$ cat src/rtl/lifo_fifo_buffer.sv
// Storage buffer that runs as a LIFO stack or a FIFO queue selected by mode.
// Supports simultaneous push/pop, occupancy levels and sticky error flags.
module lifo_fifo_buffer #(
    parameter int unsigned DEPTH    = 8,
    parameter int unsigned WIDTH    = 4,
    parameter int unsigned AF_LEVEL = DEPTH - 2,
    parameter int unsigned AE_LEVEL = 2,
    parameter int unsigned CW       = $clog2(DEPTH + 1)
) (
    input  logic             clk,
    input  logic             rstN,
    input  logic             mode,
    input  logic             push,
    input  logic             pop,
    input  logic             clr_err,
    input  logic [WIDTH-1:0] data_in,
    output logic [WIDTH-1:0] data_out,
    output logic             full,
    output logic             empty,
    output logic             almost_full,
    output logic             almost_empty,
    output logic [CW-1:0]    count,
    output logic             overflow,
    output logic             underflow,
    output logic             mode_q
);

    localparam int unsigned PW = $clog2(DEPTH);

    logic [WIDTH-1:0] mem_q [DEPTH];

    logic [CW-1:0]    count_q, count_d;
    logic [PW-1:0]    rd_ptr_q, rd_ptr_d;
    logic [PW-1:0]    wr_ptr_q, wr_ptr_d;
    logic [WIDTH-1:0] data_out_q, data_out_d;
    logic             overflow_q, overflow_d;
    logic             underflow_q, underflow_d;
    logic             act_mode_q, act_mode_d;

    logic             is_empty, is_full, push_ok, pop_ok, wr_en;
    logic [PW-1:0]    wr_addr, rd_addr, top_addr;

    function automatic logic [PW-1:0] ptr_inc(input logic [PW-1:0] p);
        return (p == PW'(DEPTH - 1)) ? '0 : p + PW'(1);
    endfunction

    // Acceptance, addressing and next-state for every register
    always_comb begin
        count_d     = count_q;
        rd_ptr_d    = rd_ptr_q;
        wr_ptr_d    = wr_ptr_q;
        data_out_d  = data_out_q;
        act_mode_d  = act_mode_q;
        wr_en       = 1'b0;

        is_empty = (count_q == '0);
        is_full  = (count_q == CW'(DEPTH));
        // A pop frees a slot in the same edge, so a full buffer still takes push+pop
        push_ok  = push && (!is_full || pop);
        pop_ok   = pop && !is_empty;
        top_addr = PW'(count_q - CW'(1));

        if (act_mode_q) begin
            wr_addr = wr_ptr_q;
            rd_addr = rd_ptr_q;
        end else begin
            wr_addr = (push_ok && pop_ok) ? top_addr : PW'(count_q);
            rd_addr = top_addr;
        end

        wr_en = push_ok;
        if (pop_ok) begin
            data_out_d = mem_q[rd_addr];
        end

        if (act_mode_q && push_ok) begin
            wr_ptr_d = ptr_inc(wr_ptr_q);
        end
        if (act_mode_q && pop_ok) begin
            rd_ptr_d = ptr_inc(rd_ptr_q);
        end

        case ({push_ok, pop_ok})
            2'b10:   count_d = count_q + CW'(1);
            2'b01:   count_d = count_q - CW'(1);
            default: count_d = count_q;
        endcase

        // A new error in the clearing cycle wins over clr_err
        overflow_d  = (overflow_q && !clr_err) || (push && !push_ok);
        underflow_d = (underflow_q && !clr_err) || (pop && !pop_ok);

        // Mode only moves while nothing is stored and nothing arrives
        if (is_empty && !push_ok) begin
            act_mode_d = mode;
            if (mode != act_mode_q) begin
                rd_ptr_d = '0;
                wr_ptr_d = '0;
            end
        end
    end

    always_ff @(posedge clk or negedge rstN) begin
        if (!rstN) begin
            count_q     <= '0;
            rd_ptr_q    <= '0;
            wr_ptr_q    <= '0;
            data_out_q  <= '0;
            overflow_q  <= 1'b0;
            underflow_q <= 1'b0;
            act_mode_q  <= 1'b0;
        end else begin
            count_q     <= count_d;
            rd_ptr_q    <= rd_ptr_d;
            wr_ptr_q    <= wr_ptr_d;
            data_out_q  <= data_out_d;
            overflow_q  <= overflow_d;
            underflow_q <= underflow_d;
            act_mode_q  <= act_mode_d;
        end
    end

    // Storage array has no reset
    always_ff @(posedge clk) begin
        if (wr_en) begin
            mem_q[wr_addr] <= data_in;
        end
    end

    assign data_out     = data_out_q;
    assign count        = count_q;
    assign overflow     = overflow_q;
    assign underflow    = underflow_q;
    assign mode_q       = act_mode_q;
    assign full         = (count_q == CW'(DEPTH));
    assign empty        = (count_q == '0);
    assign almost_full  = (count_q >= CW'(AF_LEVEL));
    assign almost_empty = (count_q <= CW'(AE_LEVEL));

endmodule

$ cat config.mk
export PLATFORM = sky130hd
export DESIGN_NAME = lifo_fifo_buffer
export DESIGN_NICKNAME = d
export VERILOG_FILES = /design/src/rtl/lifo_fifo_buffer.sv
export SDC_FILE = /design/constraint.sdc
export NUM_CORES = 1
export LEC_CHECK = 0
export ABC_AREA = 0
export CAP_MARGIN = 5
export CORE_UTILIZATION = 50
export DETAILED_ROUTE_END_ITERATION = 7
export PLACE_DENSITY_LB_ADDON = 0.12
export SLEW_MARGIN = 20
export SYNTH_ARGS = -nofsm -noshare
export SYNTH_HDL_FRONTEND = slang
export SYNTH_SLANG_ARGS = --single-unit
$ cat constraint.sdc
create_clock -name clk -period 2.9 [get_ports clk]
set_input_delay 0.29 -clock clk [delete_from_list [all_inputs] [get_ports clk]]
set_output_delay 0.29 -clock clk [all_outputs]
set_load 0.005 [all_outputs]
==> impl.org <==
** Status
- Status :: finished clean

** Yosys
- Post-Syn Area :: 2460 µm²
- Dominant synthesized flop cell :: edfxtp_1
- Number of library cell types mapped by synthesis :: 50
- Post-synthesis register bit count :: between 40 and 50
- For this run, asynchronously set or reset flops after synthesis account for 0.347.
- During synthesis, Yosys emitted a total of 0 warnings.
- The cell count after synthesis came out at about 210.
- Post-synthesis sequential area ratio :: 0.564
- Yosys mapped a number of flops with a built-in enable equal to 32.
- After synthesis, the mean cell area works out to 11.9 µm².
- The number of nets in the synthesized netlist is 227.

** CTS
- Clock-pin slew was measured on the worst setup and hold paths at 0.10 ns.
- Root buffer cell :: clkbuf_8
- Clock tree synthesis inserted a total of 5 buffers.
- Setup Buffers After CTS :: 0
- TritonCTS Sinks :: 49
- The later pin in the worst-skew pair is clocked with a latency of 0.31 ns.
- CTS H-tree depth :: 2
- No sink is reached through more buffers than the 2 on the longest clock path.
- TritonCTS built the clock tree.

** Floorplanning
- Row generation in the floorplan step produced 25 rows.
- Die ar. :: 5200 µm²
- Effective utilization at floorplan :: 0.521
- Top-level port count :: 25
- Placeable Area :: 4720 µm²
- The die is 72.1 µm tall.
- From left edge to right edge, the die measures 72.1 µm.

** Cells and area
- In the layout the commonest cells are 32 x edfxtp_1, 24 x clkdlybuf4s50_1, 21 x nand2_1.
- Of the cells placed in the final design, the portion with a size suffix greater than 1 is 0.155.
- The library cell used most frequently in the layout, excluding fill and tap cells, is edfxtp_1.
- Layout area overhead :: 18.5%
- The final layout contains 258 nets.
- # diodes :: 0

** Placed design
- Number of port buffers :: 24
- Routability cong. :: 0.838
- Minimum setup slack after placement :: 0.169 ns
- Detailed placement ended at an HPWL of 4060 µm.

** Global routing
- The first global-routing pass estimated 8670 µm of wire.
- Number of global-route vias before repair :: 1769
- Pin count of the biggest net entering global routing :: 23
- Global routing finished with a remaining overflow of 0.
- The number of antenna violations at the first check in global routing came to 0.
- All-layer global routing usage :: 0.227

** STA
- RSZ-0062 raised after global routing :: true
- Final hold viol count :: 0
- Clock skew after layout :: around 0.0086 ns
- FMAX :: 0.361 GHz
- At the pin with the least slew margin, the transition time is 0.810 ns.
- Post-Route Setup TNS :: 0 ns
- Setup violations remaining at the end of the flow were counted as 0.
- The worst path meets setup with roughly 0.13 ns of slack.
- For the finished layout, the period the worst path requires is 2.77 ns.
- Measured against its own limit, the worst slew margin works out to 0.458.
- Of the available clock period, the critical path in the final layout requires 0.954.
- The number of pins exceeding their max-slew limit in the final report is 0.

** Critical path
- Data on the critical path arrives at its endpoint at 2.75 ns.
- Path type of the worst setup path :: reg2reg
- Crit end category :: register
- Slowest CP cell :: dfrtp_1
- Counting both buffers and inverters, the worst setup path holds a total of 2.
- Among cell families on the critical path, the largest total delay comes from simple AND/OR/NAND/NOR gates.
- At the worst endpoint, the required time is 2.88 ns.
- Kind of start point of the critical path :: register
- Cell seen most often among critical-path stages :: ha_1
- Critical Path Start :: count[0]
- Worst Path Max Fanout :: 7
- Maximum single-stage delay on the critical path :: 0.40 ns
- Series of cell instances along the critical path :: inv_2 -> ha_1 -> or3b_1 -> nand2_1 -> inv_1 -> ha_1 -> o21ai_0 -> o21ai_1 -> or2_1 -> nor2_1
- Startpoint of the lowest-slack register-to-register path :: count[0]

** Routing
- Ratio of routed vias to standard cells :: 5.78
- The routed design has 5450 µm of wire.
- DRC Markers :: 0
- DRT Pass-1 Iters :: 4
- Dividing the detail-routed wire length by the instance count gives ~18 µm.
- The first routing iteration left 108 violations.
- Final ANT Viol Nets :: 0
- Number of vias after detailed routing :: 1769

** Power and ir drop
- Sequential power share :: 0.343
- Internal power :: 1940 µW
- Net switching power of the design :: 1250 µW
- Fraction of power consumed by the clock network :: 0.159
- Summed over all cells, the static leakage comes to around 0.0011 µW.
- VDD sags by at most 0.419 mV.
- Total power draw :: between 3000 and 4000 µW
- In this run the power density over the cells is 1100 nW/µm².
- Of the total power, combinational logic draws 0.498.
- Net switching fraction of the power :: 0.393

** Flow run
- Across the run, the number of max-cap violations was 0.

** Hold path
- The tightest min-delay check is of the in2async type.
==> cell usage after synthesis (2+ instances only) <==
master    instances  area [µm²]
a21oi_1           5        25.0
a22oi_1           4        30.0
buf_2             3        15.0
buf_6             2        22.5
dfrtp_1          17         425
edfxtp_1         32         961
ha_1             10         125
inv_1             6        22.5
inv_2             5        18.8
mux2i_1           2        20.0
mux4_2            4        90.1
nand2_1          21        78.8
nand2b_1          3        18.8
nand3_1           3        15.0
nor2_1           19        71.3
nor2b_1           5        31.3
o211ai_1          4        30.0
o21a_1            2        15.0
o21ai_0           9        45.0
o21ai_1           8        40.0
o22ai_1           3        18.8
o311a_1           3        30.0
o31ai_1           5        37.5
xnor2_1           6        52.6
==> cell type report <==
class / instances / area [µm²]
clock buffers: 5 / 68.8
clock inverters: 3 / 47.5
fillers: 354 / 1810
inverters: 11 / 41.3
multi-input cells: 140 / 993
flip-flops and latches: 49 / 1390
well taps: 67 / 83.8
repair buffers: 31 / 293
==> kinds of logic (layout without fill, tap and decap cells) <==
group / Yosys count / after routing / share of synthesized area
AND/OR/NAND/NOR: 63 / 63 / 0.125
AO/OA/AOI/OAI: 54 / 54 / 0.155
flip-flops: 49 / 49 / 0.564
buffers and inverters: 18 / 50 / 0.0366
adder cells (fa/ha/maj): 10 / 10 / 0.0509
XOR/XNOR: 7 / 7 / 0.0249
multiplexers: 6 / 6 / 0.0448
==> per-stage QoR <==
stage	cells	util	instance area, µm²	hold WS [ns]
after global routing	306	0.617	2910	0.506
after floorplan	207	-	2460	-0.00559
final	306	0.617	2910	0.439
after global placement	298	0.590	2790	0.500
after CTS	306	0.615	2900	0.455
after detailed placement	298	0.590	2790	0.510
==> per-layer routing <==
layer | vias to the layer above | wire length, µm | global-route usage
li1 | 824 | - | -
met1 | 856 | 2270 | 0.265
met2 | 72 | 2770 | 0.406
met3 | 17 | 260 | 0.0431
met4 | 0 | 144 | 0.0980
met5 | - | 0 | 0
==> worst paths after layout <==
| path | to | slack (ns) | depth (start not counted) |
|---|---|---|---|
| worst max-delay path | mem_q[0][2] | 0.13 | 10 |
| worst min-delay path | overflow | 0.44 | 1 |
| worst max register to register | mem_q[0][2] | 0.13 | 10 |
| worst min register to register | underflow | 0.52 | 2 |
| max in group asynchronous | wr_ptr_q[1] | 1.96 | 1 |
| min in group clk | underflow | 0.52 | 2 |
==> timing repair <==
item,CTS,global route
resized for setup,0,4
setup endpoints to repair,0,28
hold buffers,0,0
==> worst register-to-register path, cell delays in order (launching register included) <==
cell and delay [ns]:
dfrtp_1 0.40, inv_2 0.12, ha_1 0.17, or3b_1 0.37, nand2_1 0.18, inv_1 0.11, ha_1 0.23, o21ai_0 0.16
o21ai_1 0.09, or2_1 0.28, nor2_1 0.32
==> registers in the layout (all words and copies together), names as in the netlist <==
name       cells
mem_q         32
data_out       4
mode_q         1
count          4
wr_ptr_q       3
rd_ptr_q       3
overflow       1
underflow      1
==> power by group through the flow <==
stage / sequential, µW / combinational (µW) / clock [µW]
floorplan: 1080 / 1040 / 0
global placement: 1100 / 1520 / 0
detailed placement: 1110 / 1560 / 0
CTS: 1100 / 1570 / 514
global route: 1120 / 1720 / 541
finish: 1100 / 1590 / 506
(Power assumes the default switching activity.)
